===== src/rtl/ex_muldiv_iter_if.sv =====
// Purpose: request/response bundle between the execute stage and the iterative mul/div unit.
// Latency: none (wires only); timing is owned by the unit behind the slave modport.
// Backpressure: in_ready gates requests, out_ready gates results; flush travels with the request side.
interface ex_muldiv_iter_if #(
  parameter int XLEN = 64
);
  logic            flush;
  logic            in_valid;
  logic            in_ready;
  logic [2:0]      md_op;
  logic            inst_word;
  logic [XLEN-1:0] rs1_data;
  logic [XLEN-1:0] rs2_data;
  logic            out_valid;
  logic            out_ready;
  logic [XLEN-1:0] out_data;
  logic            busy;

  // Execute stage side: issues operations and consumes results.
  modport master (
    output flush, in_valid, md_op, inst_word, rs1_data, rs2_data, out_ready,
    input  in_ready, out_valid, out_data, busy
  );

  // Unit side.
  modport slave (
    input  flush, in_valid, md_op, inst_word, rs1_data, rs2_data, out_ready,
    output in_ready, out_valid, out_data, busy
  );
endinterface


===== src/rtl/ex_muldiv_iter.sv =====
// Purpose: iterative RV64M/RV32M multiply/divide unit, one bit per cycle, flushable.
// Latency: N+2 cycles accept-to-out_valid (N=32 for word ops, else XLEN); special divides take 1 cycle.
// Backpressure: accepts only in IDLE; the result is held in DONE until out_ready, then one idle bubble.
module ex_muldiv_iter #(
  parameter int XLEN = 64
) (
  input  logic               i_clk,
  input  logic               i_rst_n,
  ex_muldiv_iter_if.slave    io
);

  localparam int              CNT_W  = $clog2(XLEN) + 1;
  localparam logic [CNT_W-1:0] N_FULL = CNT_W'(XLEN);
  localparam logic [CNT_W-1:0] N_WORD = CNT_W'(32);

  localparam logic [2:0] OP_MUL    = 3'd0;
  localparam logic [2:0] OP_MULH   = 3'd1;
  localparam logic [2:0] OP_MULHSU = 3'd2;
  localparam logic [2:0] OP_DIV    = 3'd4;
  localparam logic [2:0] OP_REM    = 3'd6;

  typedef enum logic [1:0] {
    S_IDLE = 2'd0,
    S_CALC = 2'd1,
    S_FIX  = 2'd2,
    S_DONE = 2'd3
  } state_t;

  function automatic logic [XLEN-1:0] sext32(input logic [31:0] v);
    return XLEN'($signed(v));
  endfunction

  state_t            r_state;
  state_t            w_state_nxt;
  logic              w_accept;
  logic              w_in_ready;
  logic              w_out_valid;
  logic              w_busy;

  logic [CNT_W-1:0]  r_cnt;
  logic              r_word;
  logic              r_is_mul;
  logic              r_mul_lo;
  logic              r_is_rem;
  logic              r_neg;
  logic [XLEN-1:0]   r_a;        // multiplicand or divisor magnitude
  logic [XLEN-1:0]   r_b;        // multiplier or dividend magnitude, consumed MSB-first
  logic [2*XLEN-1:0] r_acc;      // product, or {remainder, quotient}
  logic [XLEN-1:0]   r_out_data;

  // Accept-cycle decode
  logic              w_word;
  logic              w_is_mul;
  logic              w_mul_lo;
  logic              w_is_rem;
  logic              w_s1;
  logic              w_s2;
  logic              w_neg1;
  logic              w_neg2;
  logic              w_div0;
  logic              w_ovf;
  logic              w_special;
  logic [XLEN-1:0]   w_op1;
  logic [XLEN-1:0]   w_op2;
  logic [XLEN-1:0]   w_mag1;
  logic [XLEN-1:0]   w_mag2;
  logic [XLEN-1:0]   w_minneg;
  logic [XLEN-1:0]   w_spec_raw;
  logic [XLEN-1:0]   w_spec_res;

  // Iteration and fix-up
  logic [CNT_W-1:0]  w_n;
  logic              w_last;
  logic              w_bit;
  logic [XLEN:0]     w_rem_sh;
  logic [XLEN:0]     w_diff;
  logic              w_qbit;
  logic [2*XLEN-1:0] w_acc_nxt;
  logic [2*XLEN-1:0] w_prod;
  logic [XLEN-1:0]   w_quo;
  logic [XLEN-1:0]   w_rem;
  logic [XLEN-1:0]   w_res;
  logic [XLEN-1:0]   w_fix_res;

  // Decode the incoming op: operand extension, magnitudes, result sign and special cases.
  always_comb begin
    w_word   = io.inst_word;
    w_is_mul = ~io.md_op[2];
    // Word forms of MULH* collapse to MULW, so only the low half is ever wanted.
    w_mul_lo = w_is_mul & ((io.md_op == OP_MUL) | w_word);
    w_is_rem = io.md_op[2] & io.md_op[1];
    w_s1     = ~w_mul_lo & ((io.md_op == OP_MULH) | (io.md_op == OP_MULHSU) |
                            (io.md_op == OP_DIV)  | (io.md_op == OP_REM));
    w_s2     = ~w_mul_lo & ((io.md_op == OP_MULH) | (io.md_op == OP_DIV) |
                            (io.md_op == OP_REM));

    w_op1 = io.rs1_data;
    w_op2 = io.rs2_data;
    if (w_word) begin
      w_op1 = w_s1 ? sext32(io.rs1_data[31:0]) : XLEN'(io.rs1_data[31:0]);
      w_op2 = w_s2 ? sext32(io.rs2_data[31:0]) : XLEN'(io.rs2_data[31:0]);
    end

    w_neg1 = w_s1 & w_op1[XLEN-1];
    w_neg2 = w_s2 & w_op2[XLEN-1];
    w_mag1 = w_neg1 ? -w_op1 : w_op1;
    w_mag2 = w_neg2 ? -w_op2 : w_op2;

    w_minneg = w_word ? sext32(32'h8000_0000) : {1'b1, {(XLEN-1){1'b0}}};
    w_div0   = io.md_op[2] & (w_op2 == '0);
    w_ovf    = io.md_op[2] & ~io.md_op[0] & (w_op1 == w_minneg) & (w_op2 == '1);
    w_special = w_div0 | w_ovf;

    if (w_div0) begin
      w_spec_raw = w_is_rem ? w_op1 : '1;
    end else begin
      w_spec_raw = w_is_rem ? '0 : w_op1;
    end
    w_spec_res = w_word ? sext32(w_spec_raw[31:0]) : w_spec_raw;
  end

  // One iteration step: MSB-first shift-add multiply or restoring divide.
  always_comb begin
    w_n      = r_word ? N_WORD : N_FULL;
    w_last   = (r_cnt == (w_n - 1'b1));
    w_bit    = r_word ? r_b[31] : r_b[XLEN-1];
    w_rem_sh = {r_acc[2*XLEN-1:XLEN], w_bit};
    w_diff   = w_rem_sh - {1'b0, r_a};
    w_qbit   = ~w_diff[XLEN];
    if (r_is_mul) begin
      w_acc_nxt = {r_acc[2*XLEN-2:0], 1'b0} + (w_bit ? {{XLEN{1'b0}}, r_a} : '0);
    end else begin
      // The shifted remainder is always below twice the divisor, so a failed
      // trial leaves its top bit clear and XLEN bits suffice to keep it.
      w_acc_nxt = {(w_qbit ? w_diff[XLEN-1:0] : w_rem_sh[XLEN-1:0]),
                   r_acc[XLEN-2:0], w_qbit};
    end
  end

  // Sign correction and half/word selection applied in the FIX cycle.
  always_comb begin
    w_prod = r_neg ? -r_acc : r_acc;
    w_quo  = r_neg ? -r_acc[XLEN-1:0] : r_acc[XLEN-1:0];
    w_rem  = r_neg ? -r_acc[2*XLEN-1:XLEN] : r_acc[2*XLEN-1:XLEN];
    if (r_is_mul) begin
      w_res = r_mul_lo ? w_prod[XLEN-1:0] : w_prod[2*XLEN-1:XLEN];
    end else begin
      w_res = r_is_rem ? w_rem : w_quo;
    end
    w_fix_res = r_word ? sext32(w_res[31:0]) : w_res;
  end

  // State register.
  always_ff @(posedge i_clk) begin
    if (!i_rst_n) begin
      r_state <= S_IDLE;
    end else begin
      r_state <= w_state_nxt;
    end
  end

  // Next state and handshake outputs; flush overrides every transition.
  always_comb begin
    w_state_nxt = r_state;
    w_in_ready  = (r_state == S_IDLE) & i_rst_n;
    w_out_valid = (r_state == S_DONE);
    w_busy      = (r_state != S_IDLE);
    w_accept    = io.in_valid & w_in_ready & ~io.flush;
    unique case (r_state)
      S_IDLE: begin
        if (w_accept) begin
          w_state_nxt = w_special ? S_DONE : S_CALC;
        end
      end
      S_CALC: begin
        if (w_last) begin
          w_state_nxt = S_FIX;
        end
      end
      S_FIX: begin
        w_state_nxt = S_DONE;
      end
      S_DONE: begin
        if (io.out_ready) begin
          w_state_nxt = S_IDLE;
        end
      end
      default: begin
        w_state_nxt = S_IDLE;
      end
    endcase
    if (io.flush) begin
      w_state_nxt = S_IDLE;
    end
  end

  // Datapath: latch on accept, iterate in CALC, register the result in FIX.
  always_ff @(posedge i_clk) begin
    if (!i_rst_n) begin
      r_cnt      <= '0;
      r_word     <= 1'b0;
      r_is_mul   <= 1'b0;
      r_mul_lo   <= 1'b0;
      r_is_rem   <= 1'b0;
      r_neg      <= 1'b0;
      r_a        <= '0;
      r_b        <= '0;
      r_acc      <= '0;
      r_out_data <= '0;
    end else if (io.flush) begin
      r_cnt      <= '0;
      r_out_data <= '0;
    end else begin
      unique case (r_state)
        S_IDLE: begin
          if (w_accept) begin
            r_cnt    <= '0;
            r_word   <= w_word;
            r_is_mul <= w_is_mul;
            r_mul_lo <= w_mul_lo;
            r_is_rem <= w_is_rem;
            r_neg    <= w_is_rem ? w_neg1 : (w_neg1 ^ w_neg2);
            r_a      <= w_is_mul ? w_mag1 : w_mag2;
            r_b      <= w_is_mul ? w_mag2 : w_mag1;
            r_acc    <= '0;
            if (w_special) begin
              r_out_data <= w_spec_res;
            end
          end
        end
        S_CALC: begin
          r_acc <= w_acc_nxt;
          r_b   <= r_b << 1;
          r_cnt <= r_cnt + 1'b1;
        end
        S_FIX: begin
          r_out_data <= w_fix_res;
        end
        default: begin
        end
      endcase
    end
  end

  assign io.in_ready  = w_in_ready;
  assign io.out_valid = w_out_valid;
  assign io.busy      = w_busy;
  assign io.out_data  = r_out_data;

endmodule


===== src/flat_wrapper.sv =====
// flat-port wrapper written by rule: the top's interface ports become plain ports
module ex_muldiv_iter_flat 
#(
  parameter int XLEN = 64
)
  (i_clk, i_rst_n, io_flush, io_in_valid, io_md_op, io_inst_word, io_rs1_data, io_rs2_data, io_out_ready, io_in_ready, io_out_valid, io_out_data, io_busy);
  ex_muldiv_iter_if #(.XLEN(XLEN)) io_i ();
  input  logic i_clk;
  input  logic i_rst_n;
  input wire logic [$bits(io_i.flush)-1:0] io_flush;
  input wire logic [$bits(io_i.in_valid)-1:0] io_in_valid;
  input wire logic [$bits(io_i.md_op)-1:0] io_md_op;
  input wire logic [$bits(io_i.inst_word)-1:0] io_inst_word;
  input wire logic [$bits(io_i.rs1_data)-1:0] io_rs1_data;
  input wire logic [$bits(io_i.rs2_data)-1:0] io_rs2_data;
  input wire logic [$bits(io_i.out_ready)-1:0] io_out_ready;
  output wire logic [$bits(io_i.in_ready)-1:0] io_in_ready;
  output wire logic [$bits(io_i.out_valid)-1:0] io_out_valid;
  output wire logic [$bits(io_i.out_data)-1:0] io_out_data;
  output wire logic [$bits(io_i.busy)-1:0] io_busy;
  assign io_i.flush = io_flush;
  assign io_i.in_valid = io_in_valid;
  assign io_i.md_op = io_md_op;
  assign io_i.inst_word = io_inst_word;
  assign io_i.rs1_data = io_rs1_data;
  assign io_i.rs2_data = io_rs2_data;
  assign io_i.out_ready = io_out_ready;
  assign io_in_ready = io_i.in_ready;
  assign io_out_valid = io_i.out_valid;
  assign io_out_data = io_i.out_data;
  assign io_busy = io_i.busy;
  ex_muldiv_iter #(.XLEN(XLEN)) u_core (.i_clk(i_clk), .i_rst_n(i_rst_n), .io(io_i));
endmodule

===== config.mk =====
export PLATFORM = sky130hd
export DESIGN_NAME = ex_muldiv_iter_flat
export DESIGN_NICKNAME = d
export VERILOG_FILES = /design/src/rtl/ex_muldiv_iter_if.sv /design/src/rtl/ex_muldiv_iter.sv /design/src/flat_wrapper.sv
export SDC_FILE = /design/constraint.sdc
export NUM_CORES = 2
export LEC_CHECK = 0
export CELL_PAD_IN_SITES_DETAIL_PLACEMENT = 0
export CELL_PAD_IN_SITES_GLOBAL_PLACEMENT = 1
export CORE_AREA = 5 5 319 321
export DETAILED_ROUTE_END_ITERATION = 8
export DIE_AREA = 0 0 324 326
export HOLD_SLACK_MARGIN = 0.08
export PLACE_DENSITY = 0.64
export RECOVER_POWER = 25
export SKIP_CTS_REPAIR_TIMING = 1
export SLEW_MARGIN = 20
export SYNTH_ARGS = -nofsm -noshare
export SYNTH_HDL_FRONTEND = slang
export SYNTH_SLANG_ARGS = --single-unit

===== constraint.sdc =====
create_clock -name i_clk -period 6.7 [get_ports i_clk]
set_input_delay 0.67 -clock i_clk [delete_from_list [all_inputs] [get_ports i_clk]]
set_output_delay 0.67 -clock i_clk [all_outputs]
set_load 0.005 [all_outputs]

* Yosys cells after proc, flatten, opt, wreduce, memory -nomap -nowiden
Index checks and enable logic that the tools add are counted.
** Storage, ports and cells
- Output and inout port bits :: 67
- Bits in registers :: 334
- Logic and storage cells :: 113
** Operators by class
- Bitwise gates (word level) :: 27
- Reductions and logical operators :: 12
- Add/sub/neg operators :: 9
- Eq/ne operators :: 14
- Muxes and demuxes :: 40
** Operator list (number)
- $mux W64 :: 23
- $mux W128 :: 3
- $neg A64 Y64 :: 4
- $pmux W128 S2 :: 1
- $pmux W64 S2 :: 2
- $add A128 B128 Y128 :: 1
- $neg A128 Y128 :: 1
- $sub A65 B64 Y65 :: 1
- $eq A64 B64 Y1 :: 1
- $eq A64 B64 Y1 const B :: 1
- $logic_not A64 Y1 :: 1
- $mux W63 :: 1
- $mux W7 :: 2
- $pmux W7 S2 :: 1
- $and A1 B1 Y1 :: 13
- $reduce_and A3 Y1 :: 4
- $mux W2 :: 4
- $pmux W2 S4 :: 1
- $add A7 B1 Y7 const B :: 1
- $eq A7 B7 Y1 :: 1
- $or A1 B1 Y1 :: 7
- $sub A7 B1 Y7 const B :: 1
- $eq A3 B3 Y1 const B :: 2
- $ne A2 B1 Y1 const B :: 3
- 13 further kinds :: 22

* Longest topological paths before layout
- Word-level depth :: 14
- Depth in mapped cells :: 21
- Gate-level depth less buffers :: 15

* Least setup slack after synthesis
No wires, ideal clock.
- Kind :: register to register
- From :: register u_core.r_word
- To :: register u_core.r_acc[114]
- Data required time :: 6.578 ns
- Library setup time :: 0.122 ns
- Clock period less this slack :: 4.747 ns
- Buffers on the path :: 5
- Cell stages (with the launch flop) :: 20
- Arrival time :: 4.626 ns
- Slack :: 1.953 ns
- Cell sequence :: dfxtp_1 -> clkbuf_1 -> mux2i_1 -> clkbuf_1 -> buf_1 -> nor2_1 -> ha_1 -> clkbuf_1 -> nand2_1 -> o21ai_0 -> or4_1 -> o2111ai_1 -> o31a_1 -> o211ai_1 -> a211oi_1 -> clkbuf_1 -> nor4_1 -> nand4_1 -> xnor2_1 -> a221o_1
** On the way
- Longest elaborated chain between the ends :: 5
- Elaborated cells between the ends (all ways) :: 7
- Those cells by class :: add/sub (2); mux (5)
** RTL lines
- start: declaration :: RTL line ex_muldiv_iter.sv:41 : logic r_word;
- start signal: assignment :: RTL line ex_muldiv_iter.sv:218 : r_word <= w_word;
- $mux W1 * :: RTL line ex_muldiv_iter.sv:126 : w_bit = r_word ? r_b[31] : r_b[XLEN-1];
- $mux W64 / $sub A65 B64 Y65 (equally long branches) :: RTL line ex_muldiv_iter.sv:131, ex_muldiv_iter.sv:128
- $add A128 B128 Y128 / $mux W64 (equally long branches) :: RTL line ex_muldiv_iter.sv:131, ex_muldiv_iter.sv:135
- $mux W128 * :: RTL line ex_muldiv_iter.sv:130 : if (r_is_mul) begin
- $pmux W128 S2 * :: RTL line ex_muldiv_iter.sv:214 : unique case (r_state)
- end signal: assignment :: RTL line ex_muldiv_iter.sv:232 : r_acc <= w_acc_nxt;
- end: declaration :: RTL line ex_muldiv_iter.sv:48 : logic [2*XLEN-1:0] r_acc;
Every way passes the cells marked *; elsewhere a longest branch is shown, timed or not.
A chain may end at the register's enable or synchronous reset.

* Final worst setup path
- From :: input port i_rst_n
- To :: register u_core.r_out_data[62] (netlist: u_core.io.out_data[62])
** On the way
- Longest elaborated chain between the ends :: 5
- Elaborated cells between the ends (all ways) :: 7
- Those cells by class :: eq/ne (1); bitwise (4); reduce/logical (2)
** RTL lines
- start: declaration :: RTL line flat_wrapper.sv:9 : input logic i_rst_n;
- $and A1 B1 Y1 :: RTL line ex_muldiv_iter.sv:165 : w_in_ready = (r_state == S_IDLE) & i_rst_n;
- $and A1 B1 Y1 (2 in a row) :: RTL line ex_muldiv_iter.sv:168 : w_accept = io.in_valid & w_in_ready & ~io.flush;
- $ne A2 B1 Y1 (no line)
- $reduce_and A3 Y1 (no line)
- end signal: assignment :: RTL line ex_muldiv_iter.sv:227 : r_out_data <= w_spec_res;
- end signal: assignment :: RTL line ex_muldiv_iter.sv:237 : r_out_data <= w_fix_res;
- end: declaration :: RTL line ex_muldiv_iter.sv:49 : logic [XLEN-1:0] r_out_data;
Several ways; a longest one is shown, not always the timed one.

==> results by group <==
Clocking
  – Clk sinks: 334
  – H-tree levels: 2
  – Clock buffer depth: 3
  – Clk_lat worst skew: 0.66 ns
  – CTS tree: done
  – Clock transition at the registers of the reported paths: 0.06 ns
  – Clk root buf: clkbuf_16
  – Num CTS Buffers: 46

Final layout
  – Share of layout cells above drive strength 1: 5.49%
  – Final-layout fill cell count: 10.7k
  – Final nets: 5,194
  – Area Growth Syn to Fin: 13.8%

Routing
  – Antenna-violating nets left: 0
  – WL/cell: 28.7 um
  – Number of DRC markers in iteration 0: 5,043
  – Vias/cell: 6.30
  – Via Count: 39.4k
  – DRC viols: 0
  – WL final: between 150 and 200 mm
  – Initial DRT Pass Iterations: 8

Min path
  – Hold Path Stages: 2
  – Hold Crit Class: reg2reg
  – Hold Startpoint: u_core.io.out_data[49]
  – Hold-critical path endpoint: u_core.io.out_data[49]

Worst setup path
  – Reg2Reg Depth: 16
  – WS Path Type: in2reg
  – Crit end category: flip-flop
  – Arrival time worst endpoint: 6.44 ns
  – FF-to-FF setup slack: a little under 0.9 ns
  – Req. time, crit path: 7.23 ns
  – Worst-path maximum fanout: 52
  – R2r startpoint: u_core.r_word
  – Startpoint Class: input pin
  – Crit-path cells: dlygate4sd3_1, clkbuf_1, nand2b_1, clkbuf_1, nor2_4, clkbuf_2, o21a_2, and2_1, o21ai_0, o21ai_0
  – Slowest-stage cell, CP: clkbuf_1
  – Critical R2R Capture: u_core.r_acc[112]
  – Max incr delay on CP: 1.43 ns

Pwr
  – Pwr Density: roughly 160 nW/um^2
  – Leak pwr: 14.7 nW
  – Power Total: 6.04 mW
  – Worst VDD drop: between 0.15 and 0.2 mV

Synthesis
  – Top cells by area, synth: dfxtp_1 20%, a21oi_1 6.9%, o21ai_0 6.4%, nand2_1 6.3%, xnor2_1 5.8%
  – Top-area cell type share of the netlist area: 19.6%
  – Post-synth top cells: 572 x nand2_1, 515 x nor2_1, 470 x a21oi_1
  – Seq/Total Area, Yosys: 19.6%
  – Top FF cell, synth: dfxtp_1
  – Yosys warnings: 0
  – Post-synth EDFFs: 0
  – Yosys reg bits: 334
  – Synthesized instance count: 4,958
  – Syn_nets: 5,236
  – Unique cell type count in the Yosys netlist: 94
  – Post-synth top area cell: dfxtp_1
  – Mapped cell area: 34,100 sq um
  – Top-count cell post-synth: nand2_1
  – Post-synth ARST share: 0%
  – Post-synthesis area per instance: 6.88 sq um

Timing
  – Actual slew at the worst max-slew pin: between 3 and 4 ns
  – Max-slew violations: 233
  – Fin crit period: 5.91 ns
  – Worst relative slew slack: -144%
  – Setup_tns: 0 ns
  – Fmax: 0.169 GHz
  – Smallest hold slack: 0.439 ns
  – Ratio of final minimum period to clock period: roughly nine tenths
  – Final Skew: roughly 0.059 ns
  – RSZ-0062 raised after global routing: false
  – Setup Viol. Count Final: 0
  – Final hold violations: 0

Place
  – GP Congestion: 0.983
  – Port Buffers: ~200
  – DP Wirelength: about 140 mm

Global route
  – Total congestion overflow: 0
  – Number of global-route vias before repair: 36.4k
  – GRT Total Usage: 32.4%
  – Wire length of the first global-routing pass: 258 mm
  – Pin count of the biggest net entering global routing: 99
  – Antenna violations before repair: 6

Run status
  – Status: complete, but fails checks
  – Failing checks: capacitance limit, slew limit

Floorplan
  – Die Wd: about 320 um
  – Row count: around 120
  – Initial Util: about 34%
  – Std-Cell Core Area: 99,000 sq um
  – Die Area: approximately 110,000 sq um
  – Die H: 326 um
  – IO Pins: 204

Run
  – Max-Cap Viols: 5
-- sequential cells by signal, indices dropped and copies added (netlist names) --
| register | flops |
|---|---|
| u_core.r_word | 1 |
| u_core.r_neg | 1 |
| u_core.r_b | 64 |
| u_core.r_mul_lo | 1 |
| u_core.r_a | 64 |
| u_core.r_cnt | 7 |
| u_core.r_acc | 128 |
| u_core.io.out_data | 64 |
| u_core.r_is_rem | 1 |
| u_core.r_is_mul | 1 |
| u_core.r_state | 2 |
-- cell type report --
class	instances	area (sq um)	share of cell area (%)
tap	1298	1620	4.18
timing repair buffer	309	2840	7.32
multi-input combinational	4071	25400	65.5
clock buffer	59	1260	3.24
clock inverter	23	384	0.989
inverter	154	582	1.50
antenna	4	10.0	0.0258
sequential	334	6700	17.2
-- logic make-up after synthesis --
family | share of synthesized area (%)
AOI/OAI and AO/OA | 30.7
adders and majority gates | 5.54
buffers and inverters | 6.16
muxes | 3.39
and+or+nand+nor | 24.0
DFF | 19.6
xor gates and xnor gates | 10.6
-- metal layers --
metal	part of all wire, %	GRT usage, %
met4	4.8	12.6
met5	0.0039	0
met2	44	50.7
met3	8.0	4.92
met1	43	44.9
-- worst max-delay path, delay by kind of cell --
family	cells	cell delay, ns
buf+inv	4	3.79
simple gates	3	1.19
compound gates	3	0.75
-- through the flow --
stage	setup WS [ns]	area (sq um)	util (%)	instances
3_5_place_dp	1.15	37200	37.6	6165
2_1_floorplan	1.95	34100	-	4958
3_3_place_gp	1.10	37200	37.6	6164
4_1_cts	1.10	38800	39.2	6247
5_1_grt	0.487	38800	39.2	6248
6_report	0.785	38800	39.2	6252
-- power by group --
part	internal [mW]	leakage, nW	total [mW]	switching (mW)
Sequential	2.02	2.70	2.04	0.0233
Clock	1.61	0.773	2.72	1.11
Combinational	0.421	11.2	1.28	0.860
-- worst max path at each step --
stage | startpoint | to | cells past startpoint
final | i_rst_n | u_core.io.out_data[62] | 10
after global routing | i_rst_n | u_core.io.out_data[62] | 10
after CTS | u_core.r_word | u_core.r_acc[112] | 16
after detailed placement | u_core.r_word | u_core.r_acc[112] | 16
after global placement | u_core.r_word | u_core.r_acc[112] | 16
after floorplan | u_core.r_word | u_core.r_acc[114] | 19
-- placed cells by master, fill, tap and decap left out, types with 132 or more instances in the layout --
master and count:
ha_1 138, o21ai_0 435, xor2_1 186, clkdlybuf4s50_1 132, dfxtp_1 331, nor2_1 507
xnor2_1 226, inv_1 151, nand2_1 572, a21oi_1 469
No activity file was read; power rests on OpenSTA's default activity.
